File: src/rtl/gpio_bus_pkg.sv
// gpio_bus_pkg: shared state encoding, default timing and emulator register map
package gpio_bus_pkg;
  typedef enum logic [2:0] {IDLE, SETUP, STROBE, HOLD, DONE} state_t;
  localparam int SETUP_CYC_DEF = 1;
  localparam int STROBE_CYC_DEF = 2;
  localparam int HOLD_CYC_DEF = 1;
  localparam logic [15:0] GPIO_REG0_ADDR = 16'h6B00;
  localparam logic [15:0] GPIO_REG1_ADDR = 16'hDB00;
  function automatic int max3(input int a, input int b, input int c);
    return a > b ? (a > c ? a : c) : (b > c ? b : c);
  endfunction
endpackage

File: src/rtl/gpio_bus_rr_arb.sv
// gpio_bus_rr_arb: 2-way round-robin arbiter; priority flips to the loser on each advance
module gpio_bus_rr_arb (
  input  logic       clk,
  input  logic       rst,
  input  logic [1:0] i_valid,
  input  logic       i_adv,
  output logic [1:0] o_gnt,
  output logic       o_pri
);
  logic r_pri;
  always_ff @(posedge clk or posedge rst)
    if (rst) r_pri <= 1'b0;
    else if (i_adv) r_pri <= ~o_gnt[1];
  always_comb o_gnt = (&i_valid) ? (r_pri ? 2'b10 : 2'b01) : i_valid;
  assign o_pri = r_pri;
endmodule

File: src/rtl/gpio_bus_ctrl.sv
// gpio_bus_ctrl: two-master sequencer for the emulator strobe bus with setup/strobe/hold phases
module gpio_bus_ctrl
  import gpio_bus_pkg::*;
#(
  parameter int SETUP_CYC  = SETUP_CYC_DEF,
  parameter int STROBE_CYC = STROBE_CYC_DEF,
  parameter int HOLD_CYC   = HOLD_CYC_DEF
) (
  input  logic        clk,
  input  logic        reset,
  input  logic        m0_valid,
  input  logic        m1_valid,
  input  logic        m0_write,
  input  logic        m1_write,
  input  logic [15:0] m0_addr,
  input  logic [15:0] m1_addr,
  input  logic [31:0] m0_wdata,
  input  logic [31:0] m1_wdata,
  output logic        m0_ready,
  output logic        m1_ready,
  output logic        m0_rsp_valid,
  output logic        m1_rsp_valid,
  output logic [31:0] m0_rdata,
  output logic [31:0] m1_rdata,
  output logic [15:0] saddress,
  output logic        srd,
  output logic        swr,
  output logic [31:0] sdata_in,
  input  logic [31:0] sdata_out,
  output logic        busy,
  output logic        grant
);
  localparam int CW = $clog2(max3(SETUP_CYC, STROBE_CYC, HOLD_CYC) + 1);
  state_t r_state, w_next;
  logic [CW-1:0] r_cnt, w_load;
  logic [1:0] w_gnt;
  logic w_pri, w_adv, w_last, w_act, r_seen, r_write;
  logic [15:0] r_addr;
  logic [31:0] r_wdata, r_cap, r_rdata0, r_rdata1, w_rsp_data;
  gpio_bus_rr_arb u_arb (
    .clk(clk), .rst(reset), .i_valid({m1_valid, m0_valid}), .i_adv(w_adv),
    .o_gnt(w_gnt), .o_pri(w_pri)
  );
  assign w_adv = (r_state == IDLE) && (m0_valid || m1_valid);
  assign w_last = r_cnt == CW'(1);
  always_comb begin
    w_next = r_state;
    unique case (r_state)
      IDLE:    w_next = w_adv ? SETUP : IDLE;
      SETUP:   w_next = w_last ? STROBE : SETUP;
      STROBE:  w_next = w_last ? HOLD : STROBE;
      HOLD:    w_next = w_last ? DONE : HOLD;
      default: w_next = IDLE;
    endcase
    w_load = (w_next == SETUP) ? CW'(SETUP_CYC) : (w_next == STROBE) ? CW'(STROBE_CYC) : CW'(HOLD_CYC);
  end
  always_ff @(posedge clk or posedge reset)
    if (reset) r_state <= IDLE;
    else r_state <= w_next;
  // The arbiter's priority already remembers the last winner, so grant only needs a "has ever granted" flag.
  always_ff @(posedge clk or posedge reset)
    if (reset) begin
      r_cnt <= '0;
      r_seen <= 1'b0;
      r_write <= 1'b0;
      r_addr <= '0;
      r_wdata <= '0;
      r_cap <= '0;
      r_rdata0 <= '0;
      r_rdata1 <= '0;
    end else begin
      r_cnt <= (w_next != r_state) ? w_load : r_cnt - CW'(|r_cnt);
      if (w_adv) begin
        r_seen <= 1'b1;
        r_write <= w_gnt[1] ? m1_write : m0_write;
        r_addr <= w_gnt[1] ? m1_addr : m0_addr;
        r_wdata <= w_gnt[1] ? m1_wdata : m0_wdata;
      end
      if (r_state == STROBE && w_last && !r_write) r_cap <= sdata_out;
      if (r_state == HOLD && w_last && !grant) r_rdata0 <= w_rsp_data;
      if (r_state == HOLD && w_last && grant) r_rdata1 <= w_rsp_data;
    end
  assign w_rsp_data = r_write ? 32'h0 : r_cap;
  assign w_act = (r_state == SETUP) || (r_state == STROBE) || (r_state == HOLD);
  assign m0_ready = (r_state == IDLE) && w_gnt[0];
  assign m1_ready = (r_state == IDLE) && w_gnt[1];
  assign saddress = w_act ? r_addr : 16'h0;
  assign sdata_in = (w_act && r_write) ? r_wdata : 32'h0;
  assign srd = (r_state == STROBE) && !r_write;
  assign swr = (r_state == STROBE) && r_write;
  assign busy = r_state != IDLE;
  assign grant = r_seen && !w_pri;
  assign m0_rsp_valid = (r_state == DONE) && !grant;
  assign m1_rsp_valid = (r_state == DONE) && grant;
  assign m0_rdata = r_rdata0;
  assign m1_rdata = r_rdata1;
endmodule

File: config.mk
export PLATFORM = sky130hd
export DESIGN_NAME = gpio_bus_ctrl
export DESIGN_NICKNAME = d
export VERILOG_FILES = /design/src/rtl/gpio_bus_pkg.sv /design/src/rtl/gpio_bus_rr_arb.sv /design/src/rtl/gpio_bus_ctrl.sv
export SDC_FILE = /design/constraint.sdc
export NUM_CORES = 1
export LEC_CHECK = 0
export CORE_UTILIZATION = 56
export DETAILED_ROUTE_END_ITERATION = 8
export DONT_BUFFER_PORTS = 1
export GPL_TIMING_DRIVEN = 0
export PLACE_DENSITY = 0.71
export SYNTH_ARGS = -nofsm -noshare
export SYNTH_HDL_FRONTEND = slang
export SYNTH_HIERARCHICAL = 1
export SYNTH_SLANG_ARGS = --single-unit
File: constraint.sdc
create_clock -name clk -period 7.7 [get_ports clk]
set_input_delay 0.77 -clock clk [delete_from_list [all_inputs] [get_ports clk]]
set_output_delay 0.77 -clock clk [all_outputs]
set_load 0.01 [all_outputs]
### Word level (Yosys, flattened, before mapping)

Cells that the tools add are included.

* $add $sub $neg: 1
* multipliers: 0
* div/mod/pow operators: 0
* order comparisons: 0
* equality and inequality tests: 8
* shift operators: 0
* multiplexer cells: 16
* bitwise logic cells: 1
* reduce and logical (&&, ||, !) cells: 24

Operator list (count)
* $mux W32: 3
* $mux W16: 2
* $logic_and A1 B1 Y1: 14
* $mux W2: 6
* $pmux W3 S4: 1
* $eq A3 B2 Y1 const B: 3
* $eq A3 B1 Y1 const B: 2
* $eq A3 B3 Y1 const B: 1
* $logic_not A1 Y1: 3
* $logic_not A3 Y1: 1
* $logic_or A1 B1 Y1: 3
* $mux W1: 3
* $mux W3: 1
* $ne A3 B3 Y1: 1
* $reduce_bool A3 Y1: 1
* $eq A2 B1 Y1 const B: 1
* $reduce_and A2 Y1: 1
* $reduce_or A2 Y1: 1
* $sub A2 B1 Y2: 1
* $not A1 Y1: 1

* flip-flop bits (word level): 152
* bits in latches: 0
* memory bits (writable): 0
* ROM bits: 0
* bits of input ports: 134
* output and inout bits: 120
* logic and storage cells: 60
* memories kept: 0

### Longest topological paths before layout

Gate-level depths: netlist of the first run.

* depth after elaboration: 8
* gate-level depth with buffers: 7
* gate-level depth less buffers: 5

### Modules after synthesis

Netlist of the first run, hierarchy kept.

By module, submodules not included
* gpio_bus_ctrl: instances 1, cells an instance 495, area each 6967.9 µm², seq. area each 3778.6 µm²
* gpio_bus_rr_arb: instances 1, cells an instance 7, area each 60.1 µm², seq. area each 25.0 µm²

### Least setup slack after synthesis of the first run

No wires, ideal clock.

* path kind: input-to-output
* start: input m0_valid
* end: output m1_ready
* arrival time: 1664 ps
* data required time: 6930 ps
* slack: 5266 ps
* stages on the path: 5
* path buffers: 2
* cell sequence: nand2b_1 > and2_2 > clkbuf_1 > clkbuf_1 > and2_1

* longest elaborated chain between the ends: 3

RTL lines
* start: declaration: RTL line gpio_bus_ctrl.sv:11 `input logic m0_valid,`
* $reduce_and A2 Y1: RTL line gpio_bus_rr_arb.sv:14 `always_comb o_gnt = (&i_valid) ? (r_pri ? 2'b10 : 2'b01) : i_valid;`
* $mux W2: RTL line gpio_bus_rr_arb.sv:14
* net w_gnt[1]: RTL line gpio_bus_ctrl.sv:36 `logic [1:0] w_gnt;`
* $logic_and A1 B1 Y1: RTL line gpio_bus_ctrl.sv:86 `assign m1_ready = (r_state == IDLE) && w_gnt[1];`
* end: declaration: RTL line gpio_bus_ctrl.sv:20 `output logic m1_ready,`

The timed path passes the listed nets, and every way through them passes these cells.

### Worst setup path after layout of the first run

* start: register u_arb.r_pri (netlist: u_arb/o_pri)
* end: output m1_ready

* longest elaborated chain between the ends: 3

RTL lines
* start: declaration: RTL line gpio_bus_rr_arb.sv:10 `logic r_pri;`
* start signal: assignment: RTL line gpio_bus_rr_arb.sv:13 `else if (i_adv) r_pri <= ~o_gnt[1];`
* $mux W2 (2 in a row): RTL line gpio_bus_rr_arb.sv:14
* net w_gnt[1]: RTL line gpio_bus_ctrl.sv:36
* $logic_and A1 B1 Y1: RTL line gpio_bus_ctrl.sv:86

The timed path passes the listed nets, and every way through them passes these cells.

==> results of run 1 <==
layout by cell type, fill, tap and decap left out, types with 2 or more instances in the layout:
cell type,synthesis,final
dfrtp_1,152,152
clkbuf_8,0,3
mux2_4,30,30
buf_2,13,13
clkinv_4,0,2
clkinv_2,0,3
clkbuf_1,18,23
mux2_2,164,164
nor2b_1,34,34
nand3b_1,3,3
nor2_1,6,6
nand2b_1,3,3
buf_6,3,3
nand2_1,2,2
clkbuf_16,0,17
nor3_1,4,4
and3_1,33,33
a21oi_1,2,2
and2_1,18,18
bufinv_16,0,2
inv_1,4,3
kinds of logic (layout without fill, tap and decap cells):
family | count (synthesis) | in the layout | share of synthesized area, %
multiplexers | 194 | 194 | 32.7
flip-flops | 152 | 152 | 54.1
AND/OR/NAND/NOR | 109 | 109 | 9.81
buffers and inverters | 40 | 73 | 2.74
AO/OA/AOI/OAI | 6 | 6 | 0.516
XOR/XNOR | 1 | 1 | 0.125
routing by layer:
layer,up-vias,GRT usage [%]
met5,-,0
met4,0,9.00
met3,23,8.77
met2,179,39.7
met1,2057,27.1
li1,1791,-
critical path, stage by stage, from the launching register on:
cell and delay (ns):
dfrtp_1 0.42, nand2b_1 0.15, and2_2 0.15, clkbuf_1 0.28, clkbuf_1 0.58, and2_1 0.31
layout make-up:
class | count | area (sq um)
sequential | 152 | 3800
timing repair buffer | 1 | 27.5
inverter | 5 | 23.8
tap | 168 | 210
fill | 926 | 4260
buffer | 35 | 174
clock buffer | 25 | 485
multi-input combinational | 310 | 3030
clock inverter | 7 | 92.6
state kept, by name (all words and copies together), names as in the netlist:
name / count
r_seen: 1
m1_rdata: 32
m0_rdata: 32
r_cap: 32
r_cnt: 2
u_arb/o_pri: 1
r_write: 1
r_state: 3
r_wdata: 32
r_addr: 16
power groups by stage:
stage          combinational, W  clock, W  sequential [W]
2_1_floorplan           0.00102         0         0.00140
3_3_place_gp            0.00119         0         0.00147
3_5_place_dp            0.00122         0         0.00149
4_1_cts                 0.00123  0.000826         0.00148
5_1_grt                 0.00132  0.000858         0.00152
6_report                0.00121  0.000813         0.00148
stage by stage:
stage	utilization (%)	instance area (sq um)
finish	64.8	7850
global route	64.8	7850
CTS	64.8	7850
detailed placement	60.0	7270
global placement	59.8	7240
floorplan	-	7030
final timing paths:
check,end,startpoint,cells past startpoint
max in group asynchronous,r_cap[4]$_DFFE_PP0P_,reset,2
setup / recovery,m1_ready,u_arb/o_pri$_DFFE_PP0P_,5
hold reg to reg,r_seen$_DFFE_PP0P_,r_seen$_DFFE_PP0P_,1
setup reg to reg,r_wdata[1]$_DFFE_PP0P_,u_arb/o_pri$_DFFE_PP0P_,6
min in group clk,u_arb/o_pri$_DFFE_PP0P_,m1_valid,1
hold / removal,u_arb/o_pri$_DFFE_PP0P_,reset,1
==> impl_metrics.env, run 1 <==
export IMPL_firstDrtPassIters=4
export IMPL_synth_ff_type="dfrtp_1"
export IMPL_met1Wirelength_mm=5.98
export IMPL_period_minus_slack_ns=3.07
export IMPL_fmax_mhz=326
export IMPL_row_count=40
export IMPL_num_nets_final=656
export IMPL_antenna_left=0
export IMPL_grt_first_pass_wirelength_mm=22.7
export IMPL_fraction_of_layout_cells_with_a_size_suffix_above_1_pct=45.4
export IMPL_clock_sinks=152
export IMPL_max_cap_viol_count=0
export IMPL_cts_setup_buffers=0
export IMPL_cell_internal_pwr_w=0.00231
export IMPL_routed_wirelength_mm=15.1
export IMPL_drt_wirelength_per_cell_um=21.4
export IMPL_worst_path_arrival_time_ns=2.30
export IMPL_grt_max_degree=87
export IMPL_via_count=4050
export IMPL_grt_ovf=0
export IMPL_cts_hold_buf=0
export IMPL_yosysWarnings=6
export IMPL_p_switching_w=0.00119
export IMPL_async_flop_share_pct=100
export IMPL_worstSetupPathType="flop to output pin"
export IMPL_post_cts_resized=0
export IMPL_fin_setup_tns_ns=0
export IMPL_route_top_layer_used="met4"
export IMPL_post_drt_via_cell_ratio=5.76
export IMPL_netSwitchingFraction_pct=33.9
export IMPL_vdd_drop_max_mv=0.183
export IMPL_synthDistinctLibCells=29
export IMPL_number_of_enable_flip_flop_cells_after_synthesis=0
export IMPL_power_combinational_fraction_pct=34.6
export IMPL_fin_skew_ns=0.00665
export IMPL_preCtsSetupSlack_ns=4.72
export IMPL_synth_top_cells_by_area="dfrtp_1, mux2_2, mux2_4"
export IMPL_worst_pin_slew_ns=0.690
export IMPL_critPathLaunchType="flop"
export IMPL_yosysMostFrequentCell="mux2_2"
export IMPL_timing_final_setup_violations=0
export IMPL_average_instance_area_after_synthesis_sq_um=14.0
export IMPL_grt_use_total_pct=23.5
export IMPL_syn_inst=502
export IMPL_critical_path_maximum_fanout=10
export IMPL_synth_top_cell_area_share_pct=54.1
export IMPL_finalHoldViolations=0
export IMPL_slew_violations=0
export IMPL_grt_setup_unrepaired="false"
export IMPL_cellLeakagePower_nw=3.61
export IMPL_clock_tree_from_tritoncts="built"
export IMPL_die_area_sq_um=13000
export IMPL_number_of_global_route_vias_before_repair=4261
export IMPL_floorplan_initialDensity_pct=58.0
export IMPL_cts_clk_slew_worst_paths_ns=0.05
export IMPL_yosys_top_cells_count="mux2_2, dfrtp_1, nor2b_1"
export IMPL_synthToLayoutAreaGrowth_pct=11.7
export IMPL_die_height_um=114
export IMPL_antenna_found_initial=0
export IMPL_yosysSeqAreaShare_pct=54.1
export IMPL_io_buf_count=0
export IMPL_dr_first_iter_drc_count=177
export IMPL_numCtsBuffers=17
export IMPL_synthDominantAreaCellType="dfrtp_1"
export IMPL_sequentialPowerShare_pct=42.2
export IMPL_wl_met2_mm=7.52
export IMPL_worst_skew_pair_late_latency_ns=0.42
export IMPL_met3_length_mm=1.27
export IMPL_r2r_setup_slack_ns=5.32
export IMPL_holdCritPathClass="primary input to async pin"
export IMPL_remaining_max_slew_budget_at_the_tightest_pin_pct=54.0
export IMPL_ant_diodes=0
export IMPL_cts_root_buffer_cell="clkbuf_16"
export IMPL_clockPowerShare_pct=23.2
export IMPL_postLayoutSetupSlackWorst_ns=4.63
export IMPL_cts_htree_levels=4
export IMPL_power_density_cell_area_nw_per_um2=446
export IMPL_final_min_period_over_clock_period_pct=39.8
export IMPL_placeableCoreArea_sq_um=12100
export IMPL_status="finished clean"
export IMPL_clock_tree_buffer_depth=2
export IMPL_count_of_state_elements_after_synthesis=152
export IMPL_floorplan_io_pins=254
export IMPL_detailedPlacementHpwl_mm=10.8
export IMPL_final_cells=703
export IMPL_finalPower_w=0.00350
export IMPL_netlist_area_sq_um=7030
export IMPL_cp_data_required_time_ns=6.93
export IMPL_worstSetupEndpointType="output pin"
export IMPL_drcViolationCount=0
export IMPL_post_synthesis_net_count=636
export IMPL_place_inst=671
export IMPL_finalWeightedCongestion=0.854
export IMPL_floorplan_die_width_um=114
export IMPL_fin_hold_ws_ns=0.0782
Note: power is estimated with default switching activity, not from simulation.
==> inputs of run 2 (changes only) <==
--- a/config.mk
+++ b/config.mk
@@ -9,7 +9,7 @@
 export DETAILED_ROUTE_END_ITERATION = 8
 export DONT_BUFFER_PORTS = 1
 export GPL_TIMING_DRIVEN = 0
-export PLACE_DENSITY = 0.71
+export PLACE_DENSITY = 0.74
 export SYNTH_ARGS = -nofsm -noshare
 export SYNTH_HDL_FRONTEND = slang
 export SYNTH_HIERARCHICAL = 1
==> constraint.sdc (replaced) <==
create_clock -name clk -period 2.5 [get_ports clk]
set_input_delay 0.25 -clock clk [delete_from_list [all_inputs] [get_ports clk]]
set_output_delay 0.25 -clock clk [all_outputs]
set_load 0.01 [all_outputs]
==> impl_metrics.env, run 2 (synthesized netlist as in run 1, its figures left out) <==
export IMPL_status="finished clean"
export IMPL_floorplan_io_pins=254
export IMPL_grt_max_degree=46
export IMPL_grt_ovf=0
export IMPL_number_of_global_route_vias_before_repair=4536
export IMPL_cpLargestDelayFamily="simple AND/OR/NAND/NOR gates"
export IMPL_vdd_drop_max_mv=0.672
export IMPL_grt_setup_unrepaired="false"
export IMPL_remaining_max_slew_budget_at_the_tightest_pin_pct=45.3
export IMPL_clock_tree_from_tritoncts="built"
export IMPL_max_cap_viol_count=0
export IMPL_netSwitchingFraction_pct=34.7
export IMPL_antenna_found_initial=0
export IMPL_dr_first_iter_drc_count=203
export IMPL_routed_wirelength_mm=15.7
export IMPL_critPathLaunchType="flop"
export IMPL_grt_use_met3_pct=8.34
export IMPL_floorplan_die_width_um=114
export IMPL_finalWeightedCongestion=0.755
export IMPL_worstSetupEndpointType="output pin"
export IMPL_antenna_left=0
export IMPL_layout_filler_cells=898
export IMPL_io_buf_count=0
export IMPL_num_nets_final=692
export IMPL_numCtsBuffers=17
export IMPL_die_height_um=114
export IMPL_drcViolationCount=0
export IMPL_grt_use_met2_pct=43.3
export IMPL_post_drt_via_cell_ratio=5.70
export IMPL_power_density_cell_area_nw_per_um2=1330
export IMPL_layout_cells_most_common="mux2_2"
export IMPL_drt_wirelength_per_cell_um=21.2
export IMPL_ant_diodes=0
export IMPL_detailedPlacementHpwl_mm=11.2
export IMPL_cp_data_required_time_ns=2.25
export IMPL_row_count=40
export IMPL_worst_path_arrival_time_ns=2.03
export IMPL_fmax_mhz=439
export IMPL_final_core_utilization_pct=68.0
export IMPL_worstSetupPathType="flop to output pin"
export IMPL_period_minus_slack_ns=2.28
export IMPL_most_common_layout_cells="mux2_2, dfrtp_1, nor2b_1, dlygate4sd3_1, and3_1"
export IMPL_cts_htree_levels=4
export IMPL_cell_internal_pwr_w=0.00713
export IMPL_floorplan_initialDensity_pct=58.0
export IMPL_critical_path_maximum_fanout=10
export IMPL_synthToLayoutAreaGrowth_pct=17.2
export IMPL_fin_setup_tns_ns=0
export IMPL_firstDrtPassIters=6
export IMPL_final_min_period_over_clock_period_pct=91.2
export IMPL_clock_sinks=152
export IMPL_cellLeakagePower_nw=3.77
export IMPL_timing_final_setup_violations=0
export IMPL_clock_tree_buffer_depth=2
export IMPL_fin_skew_ns=0.00786
export IMPL_fraction_of_layout_cells_with_a_size_suffix_above_1_pct=44.7
export IMPL_slew_violations=0
export IMPL_worst_skew_pair_late_latency_ns=0.42
export IMPL_finalHoldViolations=0
export IMPL_placeableCoreArea_sq_um=12100
export IMPL_worst_pin_slew_ns=0.819
export IMPL_gr_usage_met1_pct=28.8
export IMPL_grt_use_total_pct=25.0
export IMPL_worst_path_buf_inv=2
export IMPL_cts_clk_slew_worst_paths_ns=0.06
export IMPL_via_count=4215
export IMPL_grt_first_pass_wirelength_mm=24.3
export IMPL_die_area_sq_um=13000
export IMPL_clockPowerShare_pct=23.2
export IMPL_final_cells=739
export IMPL_sequentialPowerShare_pct=41.7
export IMPL_cts_root_buffer_cell="clkbuf_16"
export IMPL_list_of_cells_traversed_by_the_critical_path="nor2_1 -> nor2_1 -> clkbuf_2 -> clkbuf_2 -> and3_1"
export IMPL_place_inst=673
export IMPL_p_switching_w=0.00379
export IMPL_holdCritPathClass="primary input to flop"
export IMPL_crit_slowest_cell="dfrtp_1"
export IMPL_cp_slowest_stage_delay_ns=0.50
export IMPL_power_combinational_fraction_pct=35.1
export IMPL_top_usage_layer="met2"
run 2: through the flow:
stage | hold slack, ns | total power (W) | setup WS (ns) | cell area, sq um
after floorplan | -0.0213 | 0.00745 | 0.347 | 7030
after global placement | -0.0162 | 0.00817 | -0.378 | 7240
after detailed placement | -0.0151 | 0.00837 | 0.105 | 7300
after CTS | 0.00178 | 0.0110 | 0.00437 | 8230
after global routing | 0.0219 | 0.0115 | 0.0857 | 8240
final | 0.0187 | 0.0109 | 0.220 | 8240
run 2: final cells by class:
type	instances	area [sq um]	share of cell area, %
Clock inverter	14	150	1.82
Buffer	35	180	2.19
Sequential cell	152	3800	46.2
Timing Repair Buffer	37	400	4.86
Tap cell	168	210	2.55
Multi-Input combinational cell	310	3030	36.8
Clock buffer	18	439	5.33
Inverter	5	22.5	0.273
run 2: timing repair:
action / in CTS / in global routing
resized for setup: 1 / 8
cloned: 0 / 0
hold buffers: 34 / 0
buffers inserted: 0 / 0
endpoints found under the setup margin: 1 / 21
hold endpoints to repair: 64 / 0
pin swaps: 0 / 0
run 2: final timing paths:
check                                            to            startpoint  slack (ns)  depth (start not counted)
max reg2reg                  r_wdata[5]$_DFFE_PP0P_  r_state[2]$_DFF_PP0_        0.24                          6
max in group asynchronous  m1_rdata[26]$_DFFE_PP0P_                 reset        1.34                          3
max                                    sdata_in[29]  r_state[0]$_DFF_PP0_        0.22                          5
min                         u_arb/o_pri$_DFFE_PP0P_              m0_valid        0.02                          2
min in group asynchronous   u_arb/o_pri$_DFFE_PP0P_                 reset        0.18                          2
min reg2reg                      r_seen$_DFFE_PP0P_    r_seen$_DFFE_PP0P_        0.47                          1
run 2: power groups by stage:
stage	clock network (W)	registers, W	logic [W]
final	0.00253	0.00455	0.00384
after global routing	0.00268	0.00470	0.00416
after CTS	0.00257	0.00455	0.00386
after detailed placement	0	0.00458	0.00379
after global placement	0	0.00452	0.00365
after floorplan	0	0.00432	0.00313
run 2: worst register-to-register path, delay by kind of cell, from the launching register on:
family	cells	cell delay, ns
AOI/OAI and AO/OA	1	0.27
DFF	1	0.39
muxes	1	0.37
buffers and inverters	3	0.69
and+or+nand+nor	1	0.42
run 2: layer usage:
metal | wire [um] | share of wire (%) | vias up
met5 | 0 | 0 | -
met4 | 251 | 1.6 | 0
met3 | 1120 | 7.1 | 18
met2 | 8100 | 52 | 181
met1 | 6190 | 40 | 2150
li1 | - | - | 1866
==> inputs of run 3 (changes only) <==
--- a/config.mk
+++ b/config.mk
@@ -12,5 +12,4 @@
 export PLACE_DENSITY = 0.74
 export SYNTH_ARGS = -nofsm -noshare
 export SYNTH_HDL_FRONTEND = slang
-export SYNTH_HIERARCHICAL = 1
 export SYNTH_SLANG_ARGS = --single-unit
==> impl_metrics.env, run 3 <==
export IMPL_timing_hold_worst_endpoint="r_wdata[26]$_DFFE_PP0P_"
export IMPL_grt_ovf=0
export IMPL_max_cap_viol_count=0
export IMPL_cts_htree_levels=4
export IMPL_netlist_area_sq_um=6770
export IMPL_slew_violations=0
export IMPL_timing_hold_worst_path_depth=1
export IMPL_finalWeightedCongestion=0.887
export IMPL_number_of_enable_flip_flop_cells_after_synthesis=0
export IMPL_ant_diodes=0
export IMPL_synth_top_cells_by_area="dfrtp_1, mux2_2, o221a_1"
export IMPL_yosys_top_cells_count="dfrtp_1, mux2_2, a21o_1, o221a_1, mux2_1"
export IMPL_failing_checks="design-rule violations"
export IMPL_row_count=39
export IMPL_yosysMostFrequentCell="dfrtp_1"
export IMPL_floorplan_io_pins=254
export IMPL_synthToLayoutAreaGrowth_pct=23.2
export IMPL_async_flop_share_pct=100
export IMPL_dr_first_iter_drc_count=253
export IMPL_drcViolationCount=13
export IMPL_worstReg2RegEnd="m0_rdata[27]$_DFFE_PP0P_"
export IMPL_count_of_state_elements_after_synthesis=152
export IMPL_worst_path_arrival_time_ns=2.04
export IMPL_grt_max_degree=39
export IMPL_fin_setup_tns_ns=0
export IMPL_post_synthesis_net_count=646
export IMPL_fmax_mhz=437
export IMPL_num_nets_final=737
export IMPL_most_common_layout_cells="dfrtp_1, dlygate4sd3_1, mux2_2, a21o_1, o221a_1"
export IMPL_worstSetupEndpointType="output pin"
export IMPL_floorplan_initialDensity_pct=58.3
export IMPL_detailedPlacementHpwl_mm=11.9
export IMPL_finalHoldViolations=0
export IMPL_grt_setup_unrepaired="false"
export IMPL_placeableCoreArea_sq_um=11600
export IMPL_post_drt_via_cell_ratio=6.20
export IMPL_clock_tree_from_tritoncts="built"
export IMPL_clock_sinks=152
export IMPL_cts_root_buffer_cell="clkbuf_16"
export IMPL_syn_inst=512
export IMPL_synthDominantAreaCellType="dfrtp_1"
export IMPL_layout_filler_cells=767
export IMPL_period_minus_slack_ns=2.29
export IMPL_grt_first_pass_wirelength_mm=26.9
export IMPL_remaining_max_slew_budget_at_the_tightest_pin_pct=53.2
export IMPL_synth_top_cell_area_share_pct=56.2
export IMPL_routed_wirelength_mm=17.0
export IMPL_numCtsBuffers=17
export IMPL_layout_cells_most_common="dfrtp_1"
export IMPL_holdCritPathClass="primary input to flop"
export IMPL_synth_ff_type="dfrtp_1"
export IMPL_worstSetupPathType="flop to output pin"
export IMPL_antenna_left=0
export IMPL_critical_path_maximum_fanout=10
export IMPL_worst_pin_slew_ns=0.696
export IMPL_r2r_setup_slack_ns=0.26
export IMPL_die_height_um=112
export IMPL_average_instance_area_after_synthesis_sq_um=13.2
export IMPL_worst_skew_pair_late_latency_ns=0.42
export IMPL_cts_clk_slew_worst_paths_ns=0.06
export IMPL_number_of_global_route_vias_before_repair=4998
export IMPL_firstDrtPassIters=7
export IMPL_final_core_utilization_pct=71.9
export IMPL_synthDistinctLibCells=32
export IMPL_io_buf_count=0
export IMPL_vdd_drop_max_mv=0.686
export IMPL_final_min_period_over_clock_period_pct=91.4
export IMPL_yosysWarnings=0
export IMPL_critPathLaunchType="flop"
export IMPL_drt_wirelength_per_cell_um=22.3
export IMPL_power_density_cell_area_nw_per_um2=1360
export IMPL_antenna_found_initial=0
export IMPL_yosysSeqAreaShare_pct=56.2
export IMPL_timing_final_setup_violations=0
export IMPL_reg2regPathDepth=4
export IMPL_grt_use_total_pct=28.3
export IMPL_die_area_sq_um=12500
export IMPL_floorplan_die_width_um=112
export IMPL_cellLeakagePower_nw=3.80
export IMPL_worst_hold_launch="m1_wdata[26]"
export IMPL_rr_startpoint="r_write$_DFFE_PP0P_"
export IMPL_fraction_of_layout_cells_with_a_size_suffix_above_1_pct=20.5
export IMPL_status="finished, violations left"
export IMPL_fin_skew_ns=0.00742
export IMPL_via_count=4706
export IMPL_clock_tree_buffer_depth=2
export IMPL_cp_data_required_time_ns=2.25
run 3: cell types whose count changed after synthesis, moves of 3 or more:
| cell | change |
|---|---|
| clkbuf_1 | +10 |
| a21o_1 | +49 |
| buf_6 | -3 |
| nor3_1 | -3 |
| o221a_1 | +49 |
| mux2_4 | -30 |
| mux2_2 | -106 |
| buf_4 | +4 |
| mux2_1 | +38 |
run 3: worst max-delay path by stage:
stage,start,to,cells past startpoint
after global placement,reset,m0_rdata[3]$_DFFE_PP0P_,1
final,r_state[0]$_DFF_PP0_,sdata_in[28],6
after CTS,r_state[2]$_DFF_PP0_,m1_ready,5
after floorplan,reset,m0_rdata[0]$_DFFE_PP0P_,1
after detailed placement,r_state[0]$_DFF_PP0_,sdata_in[29],6
after global routing,r_write$_DFFE_PP0P_,m0_rdata[27]$_DFFE_PP0P_,4
run 3: cells by family (layout without fill, tap and decap cells):
family          after synthesis  after routing  synth area share, %
compound gates              105            105                 14.2
mux                          96             96                 16.0
buf+inv                      51            155                 3.32
xor+xnor                      1              1                0.129
flops                       152            152                 56.2
simple gates                107            107                 10.2
run 3: worst max-delay path, cell delays in order (launching register included):
cell	delay, ns
dfrtp_1	0.31
buf_2	0.23
nor2_1	0.10
nor2_2	0.17
clkbuf_2	0.25
clkbuf_2	0.25
and3_1	0.30
run 3: final cells by class:
cell class	instances	area, sq um	share of cell area, %
clock inverters	13	171	2.05
multi-input cells	309	2750	32.9
inverters	6	26.3	0.315
repair buffers	73	763	9.14
flip-flops and latches	152	3800	45.6
clock buffers	19	453	5.43
well taps	143	179	2.14
plain buffers	44	203	2.43
run 3: power breakdown:
group / total, W / internal, W / switching (W)
Combinational: 0.00415 / 0.00198 / 0.00218
Clock: 0.00268 / 0.00163 / 0.00104
Sequential: 0.00448 / 0.00359 / 0.000893
Total: 0.0113 / 0.00720 / 0.00411
run 3: what timing repair did:
action / in CTS / in global routing
buffers inserted: 0 / 3
hold endpoints to repair: 90 / 2
cloned: 0 / 0
hold buffers: 64 / 2
gates resized for setup: 2 / 3
endpoints found under the setup margin: 20 / 16
pin swaps: 0 / 1
run 3: routing by layer:
layer  global-route usage [%]  part of all wire (%)
met2                     50.3                    53
met4                     11.5                   2.7
met3                     8.49                   7.3
met1                     31.7                    37
met5                        0                     0
run 3: per-stage QoR:
| step | setup slack (ns) | hold WS (ns) | cells | total power, W | area [sq um] |
|---|---|---|---|---|---|
| 4_1_cts | 0.0101 | 0.000823 | 755 | 0.0113 | 8300 |
| 3_5_place_dp | 0.281 | 0.222 | 659 | 0.00850 | 7040 |
| 2_1_floorplan | 0.333 | 0.354 | 512 | 0.00749 | 6780 |
| 3_3_place_gp | -0.376 | 0.359 | 655 | 0.00828 | 6960 |
| 6_report | 0.214 | 0.0147 | 759 | 0.0113 | 8350 |
| 5_1_grt | 0.0714 | 0.000243 | 759 | 0.0119 | 8350 |
